==> config.mk <==
export PLATFORM = sky130hd
export DESIGN_NAME = mips_ctrl_fsm
export DESIGN_NICKNAME = d
export VERILOG_FILES = /design/src/rtl/mips_pkg.sv /design/src/rtl/mips_instr_decode.sv /design/src/rtl/mips_ctrl_fsm.sv
export SDC_FILE = /design/constraint.sdc
export NUM_CORES = 1
export LEC_CHECK = 0
export ABC_CLOCK_PERIOD_IN_PS = 4200
export CAP_MARGIN = 15
export CELL_PAD_IN_SITES_DETAIL_PLACEMENT = 0
export CELL_PAD_IN_SITES_GLOBAL_PLACEMENT = 1
export CORE_MARGIN = 1.5
export CORE_UTILIZATION = 36
export CTS_CLUSTER_DIAMETER = 100
export DETAILED_ROUTE_END_ITERATION = 16
export PLACE_DENSITY_LB_ADDON = 0.1
export SETUP_SLACK_MARGIN = 0.3
export SKIP_LAST_GASP = 1
export SLEW_MARGIN = 20
export SYNTH_ARGS = -nofsm -noshare
export SYNTH_HDL_FRONTEND = slang
export SYNTH_SLANG_ARGS = --single-unit
==> constraint.sdc <==
create_clock -name clk -period 4.2 [get_ports clk]
set_clock_uncertainty 0.05 [all_clocks]
set_input_delay 0.84 -clock clk [delete_from_list [all_inputs] [get_ports clk]]
set_output_delay 0.84 -clock clk [all_outputs]
set_load 0.01 [all_outputs]
==> src/rtl/mips_pkg.sv <==
// Shared encodings for the multicycle MIPS control path: ALU ops, opcodes,
// funct codes, datapath select values, FSM states and the control bundle.
package mips_pkg;

    typedef enum logic [4:0] {
        ALU_ADD  = 5'b00000,
        ALU_AND  = 5'b00001,
        ALU_DIV  = 5'b00010,
        ALU_EQ   = 5'b00011,
        ALU_GT   = 5'b00100,
        ALU_GE   = 5'b00101,
        ALU_LT   = 5'b00110,
        ALU_LE   = 5'b00111,
        ALU_MULT = 5'b01000,
        ALU_NE   = 5'b01001,
        ALU_OR   = 5'b01010,
        ALU_SLL  = 5'b01011,
        ALU_SRA  = 5'b01100,
        ALU_SRL  = 5'b01101,
        ALU_SUB  = 5'b01110,
        ALU_XOR  = 5'b01111,
        ALU_MTHI = 5'b10000,
        ALU_MFHI = 5'b10001,
        ALU_MTLO = 5'b10010,
        ALU_MFLO = 5'b10011
    } alu_op_t;

    // Primary opcodes
    localparam logic [5:0] OP_RTYPE = 6'h00;
    localparam logic [5:0] OP_J     = 6'h02;
    localparam logic [5:0] OP_BEQ   = 6'h04;
    localparam logic [5:0] OP_BNE   = 6'h05;
    localparam logic [5:0] OP_ADDIU = 6'h09;
    localparam logic [5:0] OP_ANDI  = 6'h0C;
    localparam logic [5:0] OP_ORI   = 6'h0D;
    localparam logic [5:0] OP_XORI  = 6'h0E;
    localparam logic [5:0] OP_LW    = 6'h23;
    localparam logic [5:0] OP_SW    = 6'h2B;

    // R-type funct codes
    localparam logic [5:0] FN_SLL   = 6'h00;
    localparam logic [5:0] FN_SRL   = 6'h02;
    localparam logic [5:0] FN_SRA   = 6'h03;
    localparam logic [5:0] FN_JR    = 6'h08;
    localparam logic [5:0] FN_MFHI  = 6'h10;
    localparam logic [5:0] FN_MTHI  = 6'h11;
    localparam logic [5:0] FN_MFLO  = 6'h12;
    localparam logic [5:0] FN_MTLO  = 6'h13;
    localparam logic [5:0] FN_MULTU = 6'h19;
    localparam logic [5:0] FN_DIVU  = 6'h1B;
    localparam logic [5:0] FN_ADDU  = 6'h21;
    localparam logic [5:0] FN_SUBU  = 6'h23;
    localparam logic [5:0] FN_AND   = 6'h24;
    localparam logic [5:0] FN_OR    = 6'h25;
    localparam logic [5:0] FN_XOR   = 6'h26;

    // Datapath select encodings
    localparam logic       ADDR_SRC_PC  = 1'b0;
    localparam logic       ADDR_SRC_ALU = 1'b1;
    localparam logic [1:0] SRC_A_PC     = 2'd0;
    localparam logic [1:0] SRC_A_RS     = 2'd1;
    localparam logic [1:0] SRC_A_RT     = 2'd2;
    localparam logic [2:0] SRC_B_RT     = 3'd0;
    localparam logic [2:0] SRC_B_FOUR   = 3'd1;
    localparam logic [2:0] SRC_B_SIMM   = 3'd2;
    localparam logic [2:0] SRC_B_ZIMM   = 3'd3;
    localparam logic [2:0] SRC_B_SHAMT  = 3'd4;
    localparam logic [2:0] SRC_B_BOFF   = 3'd5;
    localparam logic [1:0] PC_SRC_ALU   = 2'd0;
    localparam logic [1:0] PC_SRC_TGT   = 2'd1;
    localparam logic [1:0] PC_SRC_JUMP  = 2'd2;
    localparam logic [1:0] PC_SRC_RS    = 2'd3;

    // How EXEC/MEM/WB treat an instruction
    typedef enum logic [3:0] {
        CLS_RALU,
        CLS_SHIFT,
        CLS_MULDIV,
        CLS_MTHILO,
        CLS_MFHILO,
        CLS_JR,
        CLS_IMM_S,
        CLS_IMM_Z,
        CLS_LW,
        CLS_SW,
        CLS_BRANCH,
        CLS_J
    } instr_class_t;

    typedef enum logic [2:0] {
        S_RESET,
        S_FETCH,
        S_DECODE,
        S_EXEC,
        S_MEM,
        S_WB,
        S_HALT
    } state_t;

    // Registered control bundle; fetch_phase marks FETCH so the
    // wait-gated ir_write/pc_write strobes can be formed at the output.
    typedef struct packed {
        logic       active;
        logic       fetch_phase;
        logic       mem_read;
        logic       mem_write;
        logic       mem_addr_src;
        logic       pc_write;
        logic       pc_write_cond;
        logic       tgt_write;
        logic       reg_write;
        logic       reg_dst;
        logic       mem_to_reg;
        logic [1:0] pc_src;
        logic [1:0] alu_src_a;
        logic [2:0] alu_src_b;
        alu_op_t    alu_control;
    } ctrl_t;

endpackage

==> src/rtl/mips_instr_decode.sv <==
// Opcode/funct decoder: ALU op, execution class and legality of an instruction.
// Latency: purely combinational.
// Backpressure: none; evaluated whenever the FSM looks at the instruction.
module mips_instr_decode
    import mips_pkg::*;
(
    input  logic [5:0]   opcode_i,
    input  logic [5:0]   funct_i,
    output alu_op_t      alu_op_o,
    output instr_class_t iclass_o,
    output logic         legal_o
);

    // Map each supported encoding to its op and class; anything else is illegal.
    always_comb begin
        alu_op_o = ALU_ADD;
        iclass_o = CLS_RALU;
        legal_o  = 1'b1;
        if (opcode_i == OP_RTYPE) begin
            case (funct_i)
                FN_ADDU:  begin alu_op_o = ALU_ADD;  iclass_o = CLS_RALU;   end
                FN_SUBU:  begin alu_op_o = ALU_SUB;  iclass_o = CLS_RALU;   end
                FN_AND:   begin alu_op_o = ALU_AND;  iclass_o = CLS_RALU;   end
                FN_OR:    begin alu_op_o = ALU_OR;   iclass_o = CLS_RALU;   end
                FN_XOR:   begin alu_op_o = ALU_XOR;  iclass_o = CLS_RALU;   end
                FN_SLL:   begin alu_op_o = ALU_SLL;  iclass_o = CLS_SHIFT;  end
                FN_SRL:   begin alu_op_o = ALU_SRL;  iclass_o = CLS_SHIFT;  end
                FN_SRA:   begin alu_op_o = ALU_SRA;  iclass_o = CLS_SHIFT;  end
                FN_MULTU: begin alu_op_o = ALU_MULT; iclass_o = CLS_MULDIV; end
                FN_DIVU:  begin alu_op_o = ALU_DIV;  iclass_o = CLS_MULDIV; end
                FN_MTHI:  begin alu_op_o = ALU_MTHI; iclass_o = CLS_MTHILO; end
                FN_MTLO:  begin alu_op_o = ALU_MTLO; iclass_o = CLS_MTHILO; end
                FN_MFHI:  begin alu_op_o = ALU_MFHI; iclass_o = CLS_MFHILO; end
                FN_MFLO:  begin alu_op_o = ALU_MFLO; iclass_o = CLS_MFHILO; end
                FN_JR:    begin alu_op_o = ALU_ADD;  iclass_o = CLS_JR;     end
                default:  legal_o = 1'b0;
            endcase
        end else begin
            case (opcode_i)
                OP_ADDIU: begin alu_op_o = ALU_ADD; iclass_o = CLS_IMM_S;  end
                OP_ANDI:  begin alu_op_o = ALU_AND; iclass_o = CLS_IMM_Z;  end
                OP_ORI:   begin alu_op_o = ALU_OR;  iclass_o = CLS_IMM_Z;  end
                OP_XORI:  begin alu_op_o = ALU_XOR; iclass_o = CLS_IMM_Z;  end
                OP_LW:    begin alu_op_o = ALU_ADD; iclass_o = CLS_LW;     end
                OP_SW:    begin alu_op_o = ALU_ADD; iclass_o = CLS_SW;     end
                OP_BEQ:   begin alu_op_o = ALU_EQ;  iclass_o = CLS_BRANCH; end
                OP_BNE:   begin alu_op_o = ALU_NE;  iclass_o = CLS_BRANCH; end
                OP_J:     begin alu_op_o = ALU_ADD; iclass_o = CLS_J;      end
                default:  legal_o = 1'b0;
            endcase
        end
    end

endmodule

==> src/rtl/mips_ctrl_fsm.sv <==
// Multicycle MIPS control: FETCH/DECODE/EXEC/MEM/WB sequencing and strobes.
// Latency: 3-5 cycles per instruction plus one per memory wait cycle.
// Backpressure: mem_waitrequest holds FETCH or MEM with strobes stable.
module mips_ctrl_fsm
    import mips_pkg::*;
(
    input  logic        clk,
    input  logic        reset_n,
    input  logic [31:0] instr,
    input  logic        mem_waitrequest,
    output logic        mem_read,
    output logic        mem_write,
    output logic        mem_addr_src,
    output logic        ir_write,
    output logic [4:0]  alu_control,
    output logic [1:0]  alu_src_a,
    output logic [2:0]  alu_src_b,
    output logic        pc_write,
    output logic        pc_write_cond,
    output logic [1:0]  pc_src,
    output logic        tgt_write,
    output logic        reg_write,
    output logic        reg_dst,
    output logic        mem_to_reg,
    output logic        active
);

    state_t       state_q, state_d;
    ctrl_t        ctrl_q, ctrl_d;
    alu_op_t      dec_op;
    instr_class_t dec_cls;
    logic         dec_legal;
    logic         unused_instr_bits;

    assign unused_instr_bits = ^instr[25:6];

    mips_instr_decode u_decode (
        .opcode_i (instr[31:26]),
        .funct_i  (instr[5:0]),
        .alu_op_o (dec_op),
        .iclass_o (dec_cls),
        .legal_o  (dec_legal)
    );

    // Next-state sequencing; instr is only consulted from DECODE onwards.
    always_comb begin
        state_d = state_q;
        case (state_q)
            S_RESET:  state_d = S_FETCH;
            S_FETCH:  if (!mem_waitrequest) state_d = S_DECODE;
            S_DECODE: state_d = dec_legal ? S_EXEC : S_HALT;
            S_EXEC: begin
                case (dec_cls)
                    CLS_RALU, CLS_SHIFT, CLS_MFHILO,
                    CLS_IMM_S, CLS_IMM_Z:          state_d = S_WB;
                    CLS_LW, CLS_SW:                state_d = S_MEM;
                    default:                       state_d = S_FETCH;
                endcase
            end
            S_MEM:    if (!mem_waitrequest) state_d = (dec_cls == CLS_LW) ? S_WB : S_FETCH;
            S_WB:     state_d = S_FETCH;
            S_HALT:   state_d = S_HALT;
            default:  state_d = S_HALT;
        endcase
    end

    // Control values for the state being entered, so they are registered with it.
    always_comb begin
        ctrl_d = '0;
        case (state_d)
            S_FETCH: begin
                ctrl_d.active      = 1'b1;
                ctrl_d.fetch_phase = 1'b1;
                ctrl_d.mem_read    = 1'b1;
                ctrl_d.mem_addr_src = ADDR_SRC_PC;
                ctrl_d.alu_control = ALU_ADD;
                ctrl_d.alu_src_a   = SRC_A_PC;
                ctrl_d.alu_src_b   = SRC_B_FOUR;
                ctrl_d.pc_src      = PC_SRC_ALU;
            end
            S_DECODE: begin
                ctrl_d.active      = 1'b1;
                ctrl_d.tgt_write   = 1'b1;
                ctrl_d.alu_control = ALU_ADD;
                ctrl_d.alu_src_a   = SRC_A_PC;
                ctrl_d.alu_src_b   = SRC_B_BOFF;
            end
            S_EXEC: begin
                ctrl_d.active      = 1'b1;
                ctrl_d.alu_control = dec_op;
                case (dec_cls)
                    CLS_RALU, CLS_MULDIV: begin
                        ctrl_d.alu_src_a = SRC_A_RS;
                        ctrl_d.alu_src_b = SRC_B_RT;
                    end
                    CLS_SHIFT: begin
                        ctrl_d.alu_src_a = SRC_A_RT;
                        ctrl_d.alu_src_b = SRC_B_SHAMT;
                    end
                    CLS_MTHILO: ctrl_d.alu_src_a = SRC_A_RS;
                    CLS_JR: begin
                        ctrl_d.pc_write = 1'b1;
                        ctrl_d.pc_src   = PC_SRC_RS;
                    end
                    CLS_IMM_S, CLS_LW, CLS_SW: begin
                        ctrl_d.alu_src_a = SRC_A_RS;
                        ctrl_d.alu_src_b = SRC_B_SIMM;
                    end
                    CLS_IMM_Z: begin
                        ctrl_d.alu_src_a = SRC_A_RS;
                        ctrl_d.alu_src_b = SRC_B_ZIMM;
                    end
                    CLS_BRANCH: begin
                        ctrl_d.alu_src_a     = SRC_A_RS;
                        ctrl_d.alu_src_b     = SRC_B_RT;
                        ctrl_d.pc_write_cond = 1'b1;
                        ctrl_d.pc_src        = PC_SRC_TGT;
                    end
                    CLS_J: begin
                        ctrl_d.pc_write = 1'b1;
                        ctrl_d.pc_src   = PC_SRC_JUMP;
                    end
                    default: ;
                endcase
            end
            S_MEM: begin
                ctrl_d.active       = 1'b1;
                ctrl_d.mem_addr_src = ADDR_SRC_ALU;
                ctrl_d.mem_read     = (dec_cls == CLS_LW);
                ctrl_d.mem_write    = (dec_cls == CLS_SW);
            end
            S_WB: begin
                ctrl_d.active     = 1'b1;
                ctrl_d.reg_write  = 1'b1;
                ctrl_d.reg_dst    = (instr[31:26] == OP_RTYPE);
                ctrl_d.mem_to_reg = (dec_cls == CLS_LW);
            end
            default: ;
        endcase
    end

    // State and control registers; reset clears every strobe immediately.
    always_ff @(posedge clk or negedge reset_n) begin
        if (!reset_n) begin
            state_q <= S_RESET;
            ctrl_q  <= '0;
        end else begin
            state_q <= state_d;
            ctrl_q  <= ctrl_d;
        end
    end

    // The IR/PC update in FETCH only happens on the cycle memory delivers.
    assign ir_write      = ctrl_q.fetch_phase & ~mem_waitrequest;
    assign pc_write      = ctrl_q.pc_write | ir_write;
    assign mem_read      = ctrl_q.mem_read;
    assign mem_write     = ctrl_q.mem_write;
    assign mem_addr_src  = ctrl_q.mem_addr_src;
    assign alu_control   = ctrl_q.alu_control;
    assign alu_src_a     = ctrl_q.alu_src_a;
    assign alu_src_b     = ctrl_q.alu_src_b;
    assign pc_write_cond = ctrl_q.pc_write_cond;
    assign pc_src        = ctrl_q.pc_src;
    assign tgt_write     = ctrl_q.tgt_write;
    assign reg_write     = ctrl_q.reg_write;
    assign reg_dst       = ctrl_q.reg_dst;
    assign mem_to_reg    = ctrl_q.mem_to_reg;
    assign active        = ctrl_q.active;

endmodule
## After elaboration in Yosys (flattened, before gate mapping)

Index checks and enable logic that the tools add are counted.

- Flip-flop bits (word level): 26
- Bits in latches: 0
- Bits in writable memories: 0
- ROM bits: 0
- Word-level logic and storage cells: 112
- Memories kept: 0

- $add $sub $neg: 0
- Multiply operators: 0
- Divide/modulo/power cells: 0
- Magnitude comparators: 0
- Equal/unequal tests: 44
- Shift-type cells: 0
- Mux-type cells: 30
- Bitwise operators: 3
- Reductions and logical operators: 19

Operators with widths:

| kind | count |
|---|---|
| 5-bit case mux with 13 select lines | 1 |
| 6-bit == test, second input constant | 7 |
| 6-bit by 5-bit == test with 1-bit output, second input constant | 6 |
| 6-bit by 4-bit == test with 1-bit output, second input constant | 5 |
| 10-bit case mux with 3 select lines | 1 |
| 3-bit case mux with 5 select lines | 2 |
| 4-bit case mux with 6 select lines | 1 |
| 4-bit case mux with 5 select lines | 1 |
| 6-bit by 2-bit == test with 1-bit output, second input constant | 3 |
| 4-bit by 3-bit == test with 1-bit output, second input constant | 4 |
| 4-bit == test, second input constant | 4 |
| 3-bit two-way mux | 5 |
| 15-bit OR reduction | 1 |
| 2-bit OR reduction | 7 |
| 3-bit by 2-bit == test with 1-bit output, second input constant | 4 |
| 3-bit == test, second input constant | 4 |
| 6-bit by 3-bit == test with 1-bit output, second input constant | 2 |
| 6-bit logical NOT | 2 |
| 1-bit two-way mux | 10 |
| 5-bit OR reduction | 2 |
| 3-bit case mux with 3 select lines | 1 |
| 3-bit OR reduction | 3 |
| 9-bit OR reduction | 1 |
| 4-bit by 2-bit == test with 1-bit output, second input constant | 2 |
| other kinds (15) | 17 |

## Depth between registers and ports, before layout

- Word-level depth: 11
- Mapped depth: 8

## Hierarchy

From an unflattened synthesis, not the netlist that was laid out.

- Cell total of the unflattened synthesis: 194
- Area, all modules: 1,730.4 um2

By module, submodules not included:

| module | times used | cells an instance | area an instance (um2) | seq. area each (um2) |
|---|---|---|---|---|
| mips_ctrl_fsm | 1 | 106 | 1,177.4 | 650.6 |
| mips_instr_decode | 1 | 88 | 553.0 | 0.0 |

## Least setup slack after synthesis

Ideal clock, no wire load.

- Path kind: input -> register
- Start point: in instr[1]
- End point: reg state_q[2]
- Arrival time: 2.510 ns
- Path slack: 1.509 ns
- Stages: 7
- Buffers on the path: 1
- Path through: buf_2 -> mux2_1 -> o22ai_1 -> a2bb2oi_1 -> or3_4 -> a32o_2 -> or3_1

- Cells in the longest elaborated chain, start to end: 8
- Elaborated cells between the ends (all ways): 38
- Classes of those cells: 20 x eq/ne; 9 x mux; 9 x reduce/logical

Ends and longest elaborated chain:

| element | RTL line | RTL |
|---|---|---|
| from (decl) | mips_ctrl_fsm.sv:9 | `input logic [31:0] instr,` |
| 6-bit by 2-bit == test with 1-bit output (tied with other cells) | mips_instr_decode.sv:20 | `case (funct_i)` |
| 3-bit OR reduction (no line) or 2-bit OR reduction (tied branches) | n/a |  |
| 3-bit case mux with 5 select lines | mips_instr_decode.sv:20 |  |
| 4-bit two-way mux | mips_instr_decode.sv:19 | `if (opcode_i == OP_RTYPE) begin` |
| 4-bit by 3-bit == test with 1-bit output (tied with other cells) | mips_ctrl_fsm.sv:53 | `case (dec_cls)` |
| 5-bit OR reduction (tied with other cells) | mips_ctrl_fsm.sv:53 |  |
| 3-bit case mux with 2 select lines or 3-bit two-way mux (tied branches) | mips_ctrl_fsm.sv:53, mips_ctrl_fsm.sv:60 |  |
| 3-bit case mux with 5 select lines (*) | mips_ctrl_fsm.sv:48 | `case (state_q)` |
| net state_d[2] | mips_ctrl_fsm.sv:28 | `state_t state_q, state_d;` |
| to (signal assigned) | mips_ctrl_fsm.sv:148 | `state_q <= state_d;` |
| to (decl) | mips_ctrl_fsm.sv:28 |  |

The timed path passes the listed nets; every way through them passes the cells marked *.

==> flow_summary_export.csv <==
group,metric,value,unit
power,power_density,379,nW/µm²
global_route,grt_pass1_vias,1296,
run,max_cap_violations,0,
timing,max-slew-margin-rel,55.8,%
routing,drt_pass1_iterations,4,
routing,drt_wl_total,3790,µm
setup_path,critPathMaxFanout,18,
timing,rsz0062_at_grt,"false",
power,p_leak,0.848,nW
die,ioPinCount,58,
setup_path,worst_ep_arrival_time,3.35,ns
final_layout,n_antenna_cell,0,
die,core-area,4410,µm²
clock_network,clkSinkCount,26,
synthesis,avgSynthCellArea,9.05,µm²
final_layout,largest_register_ffs,5,
routing,ant_nets,0,
power,netSwitchingPower,0.248,mW
die,initial_core_util,38.2,%
setup_path,crit_type,"primary input to register",
synthesis,synthXorXnorAreaFrac,1.04,%
synthesis,yosysUniqueCellTypes,59,
power,power.share.clock,19.8,%
power,p_int,0.524,mW
synthesis,ys_seq_elements,26,
clock_network,cts_tree,"done",
timing,fin_crit,3.28,ns
die,die-area,5100,µm²
setup_path,startpoint_type,"primary input",
synthesis,synthMuxAreaShare,1.26,%
final_layout,design_area,2040,µm²
global_route,grt_usage,15.6,%
timing,final_max_slew_viol_count,0,
synthesis,synthesis.nets,221,
timing,worst_pin_slew,0.661,ns
die,chipHeight,71.4,µm
synthesis,synth_area,1680,µm²
clock_network,clk_pin_slew,0.08,ns
power,p_total,0.772,mW
final_layout,area_growth_syn_to_layout,21.0,%
synthesis,synthSimpleGateAreaFrac,28.9,%
status,status,"completed",
synthesis,synthAdderAreaFrac,0,%
global_route,antenna_found_initial,0,
power,p_comb_share,38.6,%
synthesis,seq_area_frac_synth,38.6,%
synthesis,synth_async_sr_flop_share,100,%
global_route,grt_max_degree,27,
final_layout,drive_gt1_share,9.22,%
clock_network,clockBufferDepth,2,
timing,setup-violations-final,0,
power,p_seq_share,41.6,%
clock_network,post_cts_buffers,0,
synthesis,synth_top_family_by_area,"simple AND/OR/NAND/NOR gates",
routing,vias,1442,
power,swShare,32.1,%
routing,via_per_inst,5.59,
clock_network,clockRootBuffer,"clkbuf_8",
timing,hold_viol,0,
synthesis,synth_edf_count,0,
synthesis,yosys_warnings,0,
timing,post-route-period-util,78.1,%
clock_network,postCtsHoldBufs,0,
global_route,grt_pass1_wl,6430,µm
min_path,worstHoldPathType,"register to register",
die,num_rows,24,
placement,dp_hpwl,2950,µm
placement,place_area,1990,µm²
clock_network,worstSkewPairLatency,0.26,ns
die,dieWidth,71.4,µm
clock_network,cts.htree.levels,1,
power,ir_worst_vdd,0.000146,V
placement,io_buffer_count,37,
synthesis,synth_compound_area_share,21.0,%
global_route,overflow,0,
synthesis,synthCells,186,
clock_network,cts_resized,0,
setup_path,reg2reg_slack,2.28,ns
timing,whs,0.502,ns
placement,post-place-ws,0.691,ns
final_layout,nets,242,
routing,drt-wirelength-per-cell,14.7,µm
clock_network,cts_buffers,3,
setup_path,worstPathRequired,4.27,ns
routing,drc,0,
placement,gp_congestion,0.811,
timing,worst_slack,0.922,ns
timing,max_clock_freq,305,MHz
setup_path,cp-end-kind,"register",
timing,timing.setup.tns,0,ns
routing,drt_iter0_markers,90,
synthesis,synthFlopType,"dfrtp_1",
## cell usage after synthesis, types with 2 or more instances
master     instances  area, µm²
a2111oi_2          2       30.0
a211oi_1           2       15.0
a21o_1             2       15.0
a21oi_1           12       60.1
a31oi_1            4       25.0
a41oi_1            2       17.5
and3_1             2       12.5
buf_2              4       20.0
buf_4             12       90.1
clkbuf_1           5       18.8
dfrtp_1           26        651
inv_1              4       15.0
nand2_1           13       48.8
nand2b_1           6       37.5
nand3_1            3       15.0
nand3b_1           3       22.5
nor2_1            19       71.3
nor2b_1            4       25.0
nor3_1             6       30.0
nor4_1             2       12.5
o21a_1             2       15.0
o21ai_0            7       35.0
o311a_1            2       20.0
o31ai_1            2       15.0
or2_2              2       12.5
or3_1              4       25.0
xnor2_1            2       17.5
## area by class of cell
| cell class | instances | area, µm² |
|---|---|---|
| Tap cell | 52 | 65.1 |
| Clock buffer | 4 | 55.1 |
| Inverter | 4 | 15.0 |
| Fill cell | 415 | 2380 |
| Sequential cell | 26 | 651 |
| Timing Repair Buffer | 38 | 373 |
| Multi-Input combinational cell | 134 | 878 |
## critical path, cell delays in order
cell,delay (ns)
clkdlybuf4s50_1,0.75
or3_1,0.52
a21oi_1,0.19
a311o_1,0.23
o211a_1,0.25
nand2_1,0.14
nor4_1,0.43
## final timing paths
path | from | to | cells past startpoint
hold reg to reg | state_q[2]$_DFF_PN0_ | active$_DFF_PN0_ | 1
min in group asynchronous | reset_n | alu_src_a[0]$_DFF_PN0_ | 1
hold / removal | state_q[2]$_DFF_PN0_ | active$_DFF_PN0_ | 1
setup / recovery | instr[26] | alu_control[2]$_DFF_PN0_ | 7
max in group asynchronous | reset_n | state_q[0]$_DFF_PN0_ | 1
setup reg to reg | state_q[1]$_DFF_PN0_ | alu_control[2]$_DFF_PN0_ | 5
## cells in the final DEF (no fill, tap or decap), types with 2 or more instances in the layout
master           count
a2111oi_2            2
clkbuf_8             4
dfrtp_1             26
a31oi_1              4
xnor2_1              2
nor3_1               6
a21o_1               2
nand3_1              3
nand2_1             13
nor4_1               2
o21a_1               2
or2_2                2
and3_1               2
o311a_1              2
a41oi_1              2
inv_1                4
o21ai_0              7
nand3b_1             3
clkdlybuf4s50_1     36
nand2b_1             6
nor2b_1              4
a21oi_1             12
or3_1                4
a211oi_1             2
o31ai_1              2
nor2_1              19
## through the flow
stage	utilization [%]	instances
6_report	46.1	258
3_5_place_dp	45.0	254
4_1_cts	46.3	258
5_1_grt	46.1	258
3_3_place_gp	45.0	254
2_1_floorplan	-	186
## per-layer routing
layer	share of wire [%]	global-route usage, %
met1	51	24.5
met2	43	22.8
met3	5.8	1.83
met4	0.79	3.77
met5	0	0
## cell families (layout without fill, tap and decap cells)
| family | Yosys count | count (layout) |
|---|---|---|
| AND/OR/NAND/NOR | 82 | 82 |
| buffers and inverters | 26 | 46 |
| flip-flops | 26 | 26 |
| multiplexers | 2 | 2 |
| AO/OA/AOI/OAI | 48 | 48 |
| XOR/XNOR | 2 | 2 |
## power groups by stage
stage	sequential, mW	combinational (mW)	clock, mW
floorplan	0.323	0.195	0
global placement	0.326	0.296	0
detailed placement	0.327	0.299	0
CTS	0.322	0.300	0.159
global route	0.329	0.326	0.172
finish	0.322	0.298	0.153
Note: power is estimated with default switching activity, not from simulation.
